===== src/rtl/alu_multibyte_seq.sv =====
// -----------------------------------------------------------------------------
// alu_multibyte_seq
//
// Runs NBYTES-wide AND / OR / ADD / SUB (and optionally unsigned SLT) on a
// shared 8-bit combinational ALU, one byte per clock, LSB first. Carry is
// chained between bytes, the wide result is assembled internally and the zero
// flag is aggregated across all bytes. result/carry/zero are published only
// when an operation completes, so they never show partial values.
//
// Optional feature macro: ALU_SEQ_SLT_EN
//   defined   : op=100 is a wide unsigned set-less-than (runs the SUB sequence)
//   undefined : op=100 behaves like any other undefined op code
//
// Ports
//   clk       in   clock, rising edge
//   rst       in   synchronous active-high reset
//   start     in   operation request, sampled only while not busy
//   op        in   000 AND, 001 OR, 010 ADD, 011 SUB, 100 SLT (optional)
//   opa/opb   in   wide operands, captured on an accepted start
//   busy      out  high while bytes are being processed
//   done      out  one-cycle completion pulse
//   result    out  wide result, held until the next completion
//   carry     out  final carry (SUB: 1 = no borrow)
//   zero      out  1 when the completed result is zero
//   alu_a/b   out  ALU data inputs
//   alu_cs    out  ALU op select (000 AND, 001 OR, 110 ADC)
//   alu_cin   out  ALU carry in
//   alu_s     in   ALU result
//   alu_cout  in   ALU carry out
// -----------------------------------------------------------------------------
module alu_multibyte_seq #(
    parameter int NBYTES = 4
) (
    input  logic                  clk,
    input  logic                  rst,
    input  logic                  start,
    input  logic [2:0]            op,
    input  logic [8*NBYTES-1:0]   opa,
    input  logic [8*NBYTES-1:0]   opb,
    output logic                  busy,
    output logic                  done,
    output logic [8*NBYTES-1:0]   result,
    output logic                  carry,
    output logic                  zero,
    output logic [7:0]            alu_a,
    output logic [7:0]            alu_b,
    output logic [2:0]            alu_cs,
    output logic                  alu_cin,
    input  logic [7:0]            alu_s,
    input  logic                  alu_cout
);

    localparam int W     = 8 * NBYTES;
    localparam int IDX_W = (NBYTES > 1) ? $clog2(NBYTES) : 1;
    localparam logic [IDX_W-1:0] LAST_IDX = IDX_W'(NBYTES - 1);

    localparam logic [2:0] OP_AND = 3'b000;
    localparam logic [2:0] OP_OR  = 3'b001;
    localparam logic [2:0] OP_ADD = 3'b010;
    localparam logic [2:0] OP_SUB = 3'b011;
    localparam logic [2:0] OP_SLT = 3'b100;

    localparam logic [2:0] CS_AND = 3'b000;
    localparam logic [2:0] CS_OR  = 3'b001;
    localparam logic [2:0] CS_ADC = 3'b110;

    typedef enum logic {S_IDLE = 1'b0, S_RUN = 1'b1} state_t;

    state_t            state_q, state_d;
    logic [IDX_W-1:0]  idx_q;
    logic [2:0]        op_q;
    logic [W-1:0]      a_q, b_q;
    logic [W-1:0]      acc_q;
    logic              carry_int_q;
    logic              zero_acc_q;
    logic [W-1:0]      result_q;
    logic              carry_q;
    logic              zero_q;
    logic              done_q;

    // Byte views of the captured operands and the accumulator with the
    // current ALU byte merged into slot idx.
    logic [7:0]        a_byte [NBYTES];
    logic [7:0]        b_byte [NBYTES];
    logic [W-1:0]      acc_ins;

    for (genvar gi = 0; gi < NBYTES; gi++) begin : g_bytes
        assign a_byte[gi] = a_q[8*gi +: 8];
        assign b_byte[gi] = b_q[8*gi +: 8];
        assign acc_ins[8*gi +: 8] = (idx_q == IDX_W'(gi)) ? alu_s : acc_q[8*gi +: 8];
    end

    // Op decode from the captured op code
    logic is_and, is_or, is_add, is_slt, is_sub_like, is_arith;

    assign is_and = (op_q == OP_AND);
    assign is_or  = (op_q == OP_OR);
    assign is_add = (op_q == OP_ADD);
`ifdef ALU_SEQ_SLT_EN
    assign is_slt = (op_q == OP_SLT);
`else
    assign is_slt = 1'b0;
`endif
    // SLT is computed as a subtraction; only its final write-back differs.
    assign is_sub_like = (op_q == OP_SUB) || is_slt;
    assign is_arith    = is_add || is_sub_like;

    logic accept;
    logic last_byte;
    logic cout_eff;
    logic byte_zero;

    assign accept    = (state_q == S_IDLE) && start;
    assign last_byte = (state_q == S_RUN) && (idx_q == LAST_IDX);
    // ALU carry_out is meaningless for AND/OR, so it never enters the chain.
    assign cout_eff  = is_arith ? alu_cout : 1'b0;
    assign byte_zero = (alu_s == 8'h00);

    // FSM: state register
    always_ff @(posedge clk) begin
        if (rst) begin
            state_q <= S_IDLE;
        end else begin
            state_q <= state_d;
        end
    end

    // FSM: next-state logic
    always_comb begin
        state_d = state_q;
        case (state_q)
            S_IDLE:  if (start)     state_d = S_RUN;
            S_RUN:   if (last_byte) state_d = S_IDLE;
            default:                state_d = S_IDLE;
        endcase
    end

    // FSM: outputs and ALU drive, combinational from registered state
    always_comb begin
        busy    = 1'b0;
        alu_a   = 8'h00;
        alu_b   = 8'h00;
        alu_cs  = CS_AND;
        alu_cin = 1'b0;
        if (state_q == S_RUN) begin
            busy  = 1'b1;
            alu_a = a_byte[idx_q];
            // Undefined ops keep alu_b=0 with AND, forcing a zero result.
            if (is_sub_like) begin
                alu_b = ~b_byte[idx_q];
            end else if (is_and || is_or || is_add) begin
                alu_b = b_byte[idx_q];
            end
            if (is_or) begin
                alu_cs = CS_OR;
            end else if (is_arith) begin
                alu_cs = CS_ADC;
            end
            // Byte 0 seeds the chain: 0 for ADD, 1 for a + ~b + 1.
            if (is_arith) begin
                alu_cin = (idx_q == '0) ? is_sub_like : carry_int_q;
            end
        end
    end

    // Datapath registers
    always_ff @(posedge clk) begin
        if (rst) begin
            idx_q       <= '0;
            op_q        <= 3'b000;
            a_q         <= '0;
            b_q         <= '0;
            acc_q       <= '0;
            carry_int_q <= 1'b0;
            zero_acc_q  <= 1'b0;
            result_q    <= '0;
            carry_q     <= 1'b0;
            zero_q      <= 1'b0;
            done_q      <= 1'b0;
        end else begin
            done_q <= 1'b0;
            if (accept) begin
                op_q        <= op;
                a_q         <= opa;
                b_q         <= opb;
                acc_q       <= '0;
                idx_q       <= '0;
                zero_acc_q  <= 1'b1;
                carry_int_q <= 1'b0;
            end else if (state_q == S_RUN) begin
                acc_q       <= acc_ins;
                zero_acc_q  <= zero_acc_q & byte_zero;
                carry_int_q <= cout_eff;
                idx_q       <= last_byte ? '0 : idx_q + IDX_W'(1);
                if (last_byte) begin
                    done_q   <= 1'b1;
                    result_q <= acc_ins;
                    carry_q  <= cout_eff;
                    zero_q   <= zero_acc_q & byte_zero;
`ifdef ALU_SEQ_SLT_EN
                    // a < b (unsigned) exactly when a - b borrows.
                    if (is_slt) begin
                        result_q <= {{(W-1){1'b0}}, ~cout_eff};
                        zero_q   <= cout_eff;
                    end
`endif
                end
            end
        end
    end

    assign done   = done_q;
    assign result = result_q;
    assign carry  = carry_q;
    assign zero   = zero_q;

endmodule


===== config.mk =====
export PLATFORM = sky130hd
export DESIGN_NAME = alu_multibyte_seq
export DESIGN_NICKNAME = d
export VERILOG_FILES = /design/src/rtl/alu_multibyte_seq.sv
export SDC_FILE = /design/constraint.sdc
export NUM_CORES = 1
export LEC_CHECK = 0
export BUFFER_PORTS_ARGS = -buffer_cell sky130_fd_sc_hd__buf_2
export CORE_MARGIN = 2
export CORE_UTILIZATION = 45
export DETAILED_ROUTE_END_ITERATION = 8
export PLACE_DENSITY_LB_ADDON = 0.08
export SLEW_MARGIN = 20
export SYNTH_ARGS = -nofsm -noshare
export SYNTH_HDL_FRONTEND = slang
export SYNTH_SLANG_ARGS = --single-unit
export TNS_END_PERCENT = 1

===== constraint.sdc =====
create_clock -name clk -period 1.8 [get_ports clk]
set_input_delay 0.18 -clock clk [delete_from_list [all_inputs] [get_ports clk]]
set_output_delay 0.18 -clock clk [all_outputs]
set_load 0.02 [all_outputs]

**After elaboration in Yosys (flattened, before gate mapping)**

Index checks and enable logic that the tools add are counted.
Widths: inputs -> output; s select.

- Word-level logic and storage cells: 66
- Register bits after elaboration: 139

- $lt $le $gt $ge: 1
- Reduce and logical (&&, ||, !) cells: 12
- Bitwise gates (word level): 5
- $add $sub $neg: 1
- Mux-type cells: 29
- Eq/ne operators: 6

Operator list:

| operator | number |
|---|---|
| $mux 8 | 12 |
| $bmux 8 s2 | 2 |
| $mux 1 | 10 |
| $mux 3 | 3 |
| $logic_not 8->1 | 1 |
| $not 8->8 | 1 |
| $eq 3x2->1 const B | 2 |
| $eq 2x2->1 const B | 2 |
| $eq 3x1->1 const B | 1 |
| $ge 3x3->1 const B | 1 |
| $logic_not 3->1 | 1 |
| $logic_or 1x1->1 | 3 |
| $not 2->3 | 1 |
| $reduce_and 3->1 | 1 |
| $reduce_or 3->1 | 1 |
| $add 2x1->2 const B | 1 |
| $eq 2x1->1 const B | 1 |
| $logic_and 1x1->1 | 2 |
| $logic_not 2->1 | 1 |
| $mux 2 | 1 |
| $not 1->1 | 2 |
| $pmux 1 s2 | 1 |
| $reduce_bool 2->1 | 1 |
| $reduce_or 2->1 | 1 |
| $and 1x1->1 | 1 |

**Longest topological paths before layout**

Gate-level depths: netlist (run 1).

- Word-level depth: 7
- Gate-level depth with buffers: 8

**Worst setup path after synthesis (run 1)**

OpenSTA, ideal clock, no wires.

- Path kind: reg2out
- Start point: register idx_q[0]
- End point: output alu_b[0]
- Stages on the path, launching flop included: 4
- Arrival time: 1.571 ns
- Slack: 0.049 ns
- Cells stage by stage: dfxtp_1 buf_6 mux4_1 o21ai_0

- Cells in the longest elaborated chain, start to end: 7
- Elaborated cells between the ends (all ways): 8

Ends and longest elaborated chain:

| element | line | source |
|---|---|---|
| start, declared | 70 | `logic [IDX_W-1:0] idx_q;` |
| start signal, assigned | 194 | `idx_q <= last_byte ? '0 : idx_q + IDX_W'(1);` |
| $not 2->3 (not written as such) * | 150, 152 |  |
| $bmux 8 s2 * | 150, 152 |  |
| $mux 8 (not written as such) * (2 in a row) | 150, 152 |  |
| $mux 8 / $not 8->8 (equally long branches) | 151, 150 |  |
| $mux 8 * | 149 | `if (is_sub_like) begin` |
| $mux 8 * | 145 | `if (state_q == S_RUN) begin` |
| end, declared | 46 | `output logic [7:0] alu_b,` |

Mark *: on every way between the ends. The rest lies on a longest branch, timed or not. The select of a mux whose other input is x is not followed.

**Worst setup path after layout (run 1)**

Ends and elaborated chain as after synthesis.

==> results.sh, run 1 <==
export IMPL_ir_drop_mv=0.658
export IMPL_worst_skew_pair_late_latency_ns=0.41
export IMPL_crit_chain="buf_8 > mux4_2 > o21ai_2 > buf_6"
export IMPL_yosys_top_cells_count="180 x nand2_1, 131 x dfxtp_1, 102 x a21oi_1"
export IMPL_clock_path_buffers=2
export IMPL_cts_root_buf="clkbuf_16"
export IMPL_rows=40
export IMPL_leakage_nw=2.89
export IMPL_synth_top_cell_by_area="dfxtp_1"
export IMPL_htree_num_levels=4
export IMPL_power_density_nw_per_um2=973
export IMPL_first_pass_iters=5
export IMPL_end_kind="output port"
export IMPL_dp_hpwl_um=8820
export IMPL_grt_pass1_vias=4647
export IMPL_yosysMostFrequentCell="nand2_1"
export IMPL_syn_num_nets=730
export IMPL_path_buf_inv=2
export IMPL_ioPinCount=135
export IMPL_fp_dieArea_um2=13300
export IMPL_synth_distinct_cells=31
export IMPL_setup_ws_ns=-0.171
export IMPL_cts_num_sinks=131
export IMPL_synthCells=647
export IMPL_hp_class="input pin to register"
export IMPL_start_util=0.461
export IMPL_portBuffers=134
export IMPL_arrival_ns=1.79
export IMPL_drive_gt1_frac=0.267
export IMPL_antenna_found_initial=0
export IMPL_drv_max_cap_violation_count=0
export IMPL_crit_family="multiplexers"
export IMPL_drc=0
export IMPL_numCtsBuffers=17
export IMPL_vias=4861
export IMPL_ys_seq_elements=131
export IMPL_yosysSeqAreaShare=0.472
export IMPL_grt_first_pass_wirelength_um=22300
export IMPL_grt_setup_unrepaired="yes"
export IMPL_violations="setup timing"
export IMPL_startpoint_type="register"
export IMPL_die_w_um=115
export IMPL_die_h_um=115
export IMPL_fin_crit_ns=1.97
export IMPL_finalHoldViolations=0
export IMPL_viasPerCell=5.08
export IMPL_gp_congestion=0.790
export IMPL_synth_main_ff_cell="dfxtp_1"
export IMPL_wl_per_cell_um=14.2
export IMPL_yosysWarnings=0
export IMPL_synth_top_cell_area_share=0.472
export IMPL_synthesis_area_um2=5560
export IMPL_synth_area_leaders="dfxtp_1 47%, nand2_1 12%, a21oi_1 9.2%"
export IMPL_cp_max_fo=6
export IMPL_relSlewSlack=0.583
export IMPL_syn_area_per_cell_um2=8.60
export IMPL_area_growth_pct=29.2
export IMPL_fin_nets=861
export IMPL_core_um2=12100
export IMPL_slowest_delay_ns=0.55
export IMPL_n_antenna_cell=0
export IMPL_final_setup_tns_ns=-1.65
export IMPL_status="complete, but fails checks"
export IMPL_required_ns=1.62
export IMPL_async_reset_ff_frac=0
export IMPL_drtAntennaViolNets=0
export IMPL_dpl_cell_count=902
export IMPL_grt_ovfl_total=0
export IMPL_grt_max_degree=68
export IMPL_final_cells=957
export IMPL_grt_usage=0.217
export IMPL_finalSetupViolCount=17
export IMPL_clock_skew_ns=0.00424
export IMPL_cts_clk_slew_worst_paths_ns=0.05
export IMPL_path_class="register to output port"
export IMPL_period_share=1.10
export IMPL_slew_violations=0
export IMPL_holdWs_ns=0.0154
export IMPL_tritoncts="yes"
export IMPL_fmaxAchievable_ghz=0.507
export IMPL_worstMarginPinSlew_ns=0.625
export IMPL_cp_slowest_cell="mux4_2"
export IMPL_drt_total_wl_um=13600
export IMPL_synth_edf_count=0
export IMPL_drt_iter0_drc=227
## report_power, final
part | leakage, nW | switching (mW) | internal [mW]
logic | 1.54 | 0.389 | 0.319
clock network | 0.279 | 1.15 | 2.06
registers | 1.07 | 0.0634 | 3.01
## final cells by class
cell class              instances  area (um^2)
fillers                      1132         4880
flip-flops and latches        131         2630
multi-input cells             449         2590
repair buffers                176         1180
clock buffers                  25          505
well taps                     168          210
clock inverters                 5         50.0
inverters                       3         11.3
## registers in the layout (all words and copies together), names as in the netlist
signal       count
zero             1
acc_q           24
idx_q            2
done             1
result          32
carry            1
state_q          1
b_q             32
op_q             3
zero_acc_q       1
a_q             32
carry_int_q      1
## path summary, 6_finish.rpt
kind / startpoint / slack [ns] / cells after the start / end
max: idx_q[0] / -0.17 / 4 / alu_b[0]
min reg2reg: result[27] / 0.45 / 2 / result[27]
min: opa[22] / 0.02 / 3 / a_q[22]
max reg2reg: idx_q[0] / 0.22 / 6 / result[3]
## tightest hold or removal path, stage by stage
cell	delay [ns]
buf_2	0.09
nand2_1	0.05
a21oi_1	0.05
## cells in the final DEF, fill, tap and decap left out, types with 3 or more instances in the layout
cell / instances
clkinv_2: 4
nor2_1: 30
o21ai_1: 5
buf_6: 8
nand3_2: 3
and2_4: 3
dlygate4sd3_1: 24
a21oi_1: 102
clkbuf_1: 3
dfxtp_1: 128
clkbuf_16: 17
inv_1: 3
buf_12: 6
and2_1: 6
nand3_1: 30
mux4_2: 15
ha_1: 3
dfxtp_4: 3
clkbuf_8: 5
buf_2: 126
mux2i_1: 25
nand2_1: 180
a211oi_1: 25
buf_4: 11
## kinds of logic (layout without fill, tap and decap cells)
| group | after synthesis | count (layout) | share of synthesized area |
|---|---|---|---|
| AO/OA/AOI/OAI | 137 | 137 | 0.136 |
| adder cells (fa/ha/maj) | 4 | 4 | 0.00900 |
| buffers and inverters | 67 | 209 | 0.0650 |
| flip-flops | 131 | 131 | 0.472 |
| multiplexers | 42 | 42 | 0.120 |
| AND/OR/NAND/NOR | 266 | 266 | 0.198 |
## per-layer routing
metal  part of all wire  GRT usage  up-vias  wire (um)
met5                  0          0        -          0
met4              0.015     0.0908        0        210
met3              0.044     0.0596       16        596
met2               0.49      0.353      126       6670
met1               0.45      0.272     2264       6140
li1                   -          -     2455          -
## per-stage QoR
step	setup slack (ns)	power, mW	utilization	cell area (um^2)
after CTS	-0.180	7.04	0.593	7150
after detailed placement	0.0345	3.77	0.523	6310
final	-0.171	6.99	0.596	7180
after global routing	-0.233	7.30	0.596	7180
after floorplan	0.0490	3.55	-	5560
after global placement	0.0684	3.75	0.523	6310
## what timing repair did
| item | in CTS | in global routing |
|---|---|---|
| gates resized for setup | 44 | 10 |
| hold buffers | 24 | 0 |
| endpoints found under the setup margin | 20 | 19 |
| setup buffers | 0 | 1 |
| pin swaps | 3 | 1 |
| hold endpoints to repair | 24 | 0 |
No activity file was read; power rests on OpenSTA's default activity.
==> run 2, diff against run 1 <==
==> constraint.sdc (replaced) <==
create_clock -name clk -period 1.8 [get_ports clk]
set_input_delay 0.27 -clock clk [delete_from_list [all_inputs] [get_ports clk]]
set_output_delay 0.27 -clock clk [all_outputs]
set_load 0.02 [all_outputs]
==> results.sh, run 2 (synthesis gave the netlist of run 1 again) <==
export IMPL_status="complete, but fails checks"
export IMPL_violations="setup timing"
export IMPL_drt_iter0_drc=310
export IMPL_arrival_ns=1.75
export IMPL_drtAntennaViolNets=0
export IMPL_rows=40
export IMPL_cts_clk_slew_worst_paths_ns=0.05
export IMPL_p_total_mw=6.99
export IMPL_ir_drop_mv=0.552
export IMPL_grt_pass1_vias=4597
export IMPL_cts_root_buf="clkbuf_16"
export IMPL_slew_violations=0
export IMPL_fmaxAchievable_ghz=0.494
export IMPL_cp_startpoint="idx_q[0]"
export IMPL_start_util=0.461
export IMPL_first_pass_iters=5
export IMPL_dpl_cell_count=906
export IMPL_required_ns=1.53
export IMPL_holdWs_ns=0.0891
export IMPL_setup_ws_ns=-0.223
export IMPL_drive_gt1_frac=0.289
export IMPL_fp_dieArea_um2=13300
export IMPL_finalHoldViolations=0
export IMPL_layout_commonest_cell="nand2_1"
export IMPL_viasPerCell=5.14
export IMPL_startpoint_type="register"
export IMPL_wl_per_cell_um=14.6
export IMPL_final_cell_mix="180 x nand2_1, 128 x dfxtp_1, 121 x buf_2"
export IMPL_design_area_um2=7010
export IMPL_worst_skew_pair_late_latency_ns=0.42
export IMPL_final_cells=940
export IMPL_grt_first_pass_wirelength_um=22500
export IMPL_relSlewSlack=0.656
export IMPL_dpl_instance_area_um2=6310
export IMPL_cp_max_fo=4
export IMPL_portBuffers=134
export IMPL_die_w_um=115
export IMPL_detailedPlace_worstSlack_ns=-0.126
export IMPL_cts_num_sinks=131
export IMPL_min_from="opb[12]"
export IMPL_drt_total_wl_um=13700
export IMPL_drv_max_cap_violation_count=0
export IMPL_grt_setup_unrepaired="yes"
export IMPL_worstMarginPinSlew_ns=0.516
export IMPL_slowest_delay_ns=0.53
export IMPL_vias=4836
export IMPL_htree_num_levels=4
export IMPL_grt_usage=0.216
export IMPL_reg2reg_from="idx_q[0]"
export IMPL_cp_slowest_cell="mux4_2"
export IMPL_fin_nets=842
export IMPL_ctsHoldBuffers=0
export IMPL_dp_hpwl_um=9090
export IMPL_power_density_nw_per_um2=997
export IMPL_period_share=1.12
export IMPL_crit_top_cell="buf_6"
export IMPL_crit_chain="buf_6 > mux4_2 > o21ai_2 > buf_6"
export IMPL_fin_crit_ns=2.02
export IMPL_hp_class="input pin to register"
export IMPL_numCtsBuffers=17
export IMPL_tritoncts="yes"
export IMPL_die_h_um=115
export IMPL_path_class="register to output port"
export IMPL_grt_max_degree=69
export IMPL_grt_ovfl_total=0
export IMPL_drc=0
export IMPL_n_antenna_cell=0
export IMPL_core_um2=12100
export IMPL_end_kind="output port"
export IMPL_leakage_nw=2.82
export IMPL_fillers=1125
export IMPL_gp_congestion=0.766
export IMPL_clock_path_buffers=2
export IMPL_area_growth_pct=26.1
export IMPL_ioPinCount=135
export IMPL_clock_skew_ns=0.00525
export IMPL_finalSetupViolCount=17
export IMPL_rrSetupSlack_ns=0.14
export IMPL_antenna_found_initial=0
-- run 2: timing repair --
action	in CTS	in global routing
pin swaps	4	0
buffers inserted	2	0
endpoints found under the setup margin	38	23
resized for setup	69	3
-- run 2: power breakdown --
part | internal, mW | total [mW] | switching (mW)
combinational | 0.293 | 0.687 | 0.394
sequential | 3.01 | 3.07 | 0.0612
clock | 2.07 | 3.23 | 1.16
-- run 2: routing by layer --
layer / global-route usage / vias to the layer above / part of all wire
li1: - / 2413 / -
met1: 0.285 / 2242 / 0.44
met2: 0.331 / 145 / 0.47
met3: 0.0554 / 36 / 0.052
met4: 0.107 / 0 / 0.030
met5: 0 / - / 0
-- run 2: path summary, 6_finish.rpt --
path                                    to  cells past startpoint
worst max register to register  result[26]                      7
worst max-delay path              alu_b[0]                      4
worst min-delay path               b_q[12]                      3
worst min register to register    acc_q[4]                      2
-- run 2: cell type report --
cell class / count / area [um^2] / area share
Sequential cell: 131 / 2630 / 0.375
Multi-Input combinational cell: 449 / 2610 / 0.371
Timing Repair Buffer: 157 / 993 / 0.142
Clock buffer: 28 / 517 / 0.0737
Tap cell: 168 / 210 / 0.0300
Clock inverter: 4 / 45.0 / 0.00642
Inverter: 3 / 11.3 / 0.00161
-- run 2: metrics by stage --
| step | util | setup TNS, ns |
|---|---|---|
| floorplan | - | -0.145 |
| global placement | 0.523 | -0.533 |
| detailed placement | 0.523 | -1.21 |
| CTS | 0.580 | -3.62 |
| global route | 0.581 | -4.31 |
| finish | 0.581 | -3.33 |
-- run 2: critical path: cells and delay by family (launching register included) --
family | cells | cell delay (ns)
mux | 1 | 0.53
flops | 1 | 0.37
buf+inv | 2 | 0.27
compound gates | 1 | 0.17
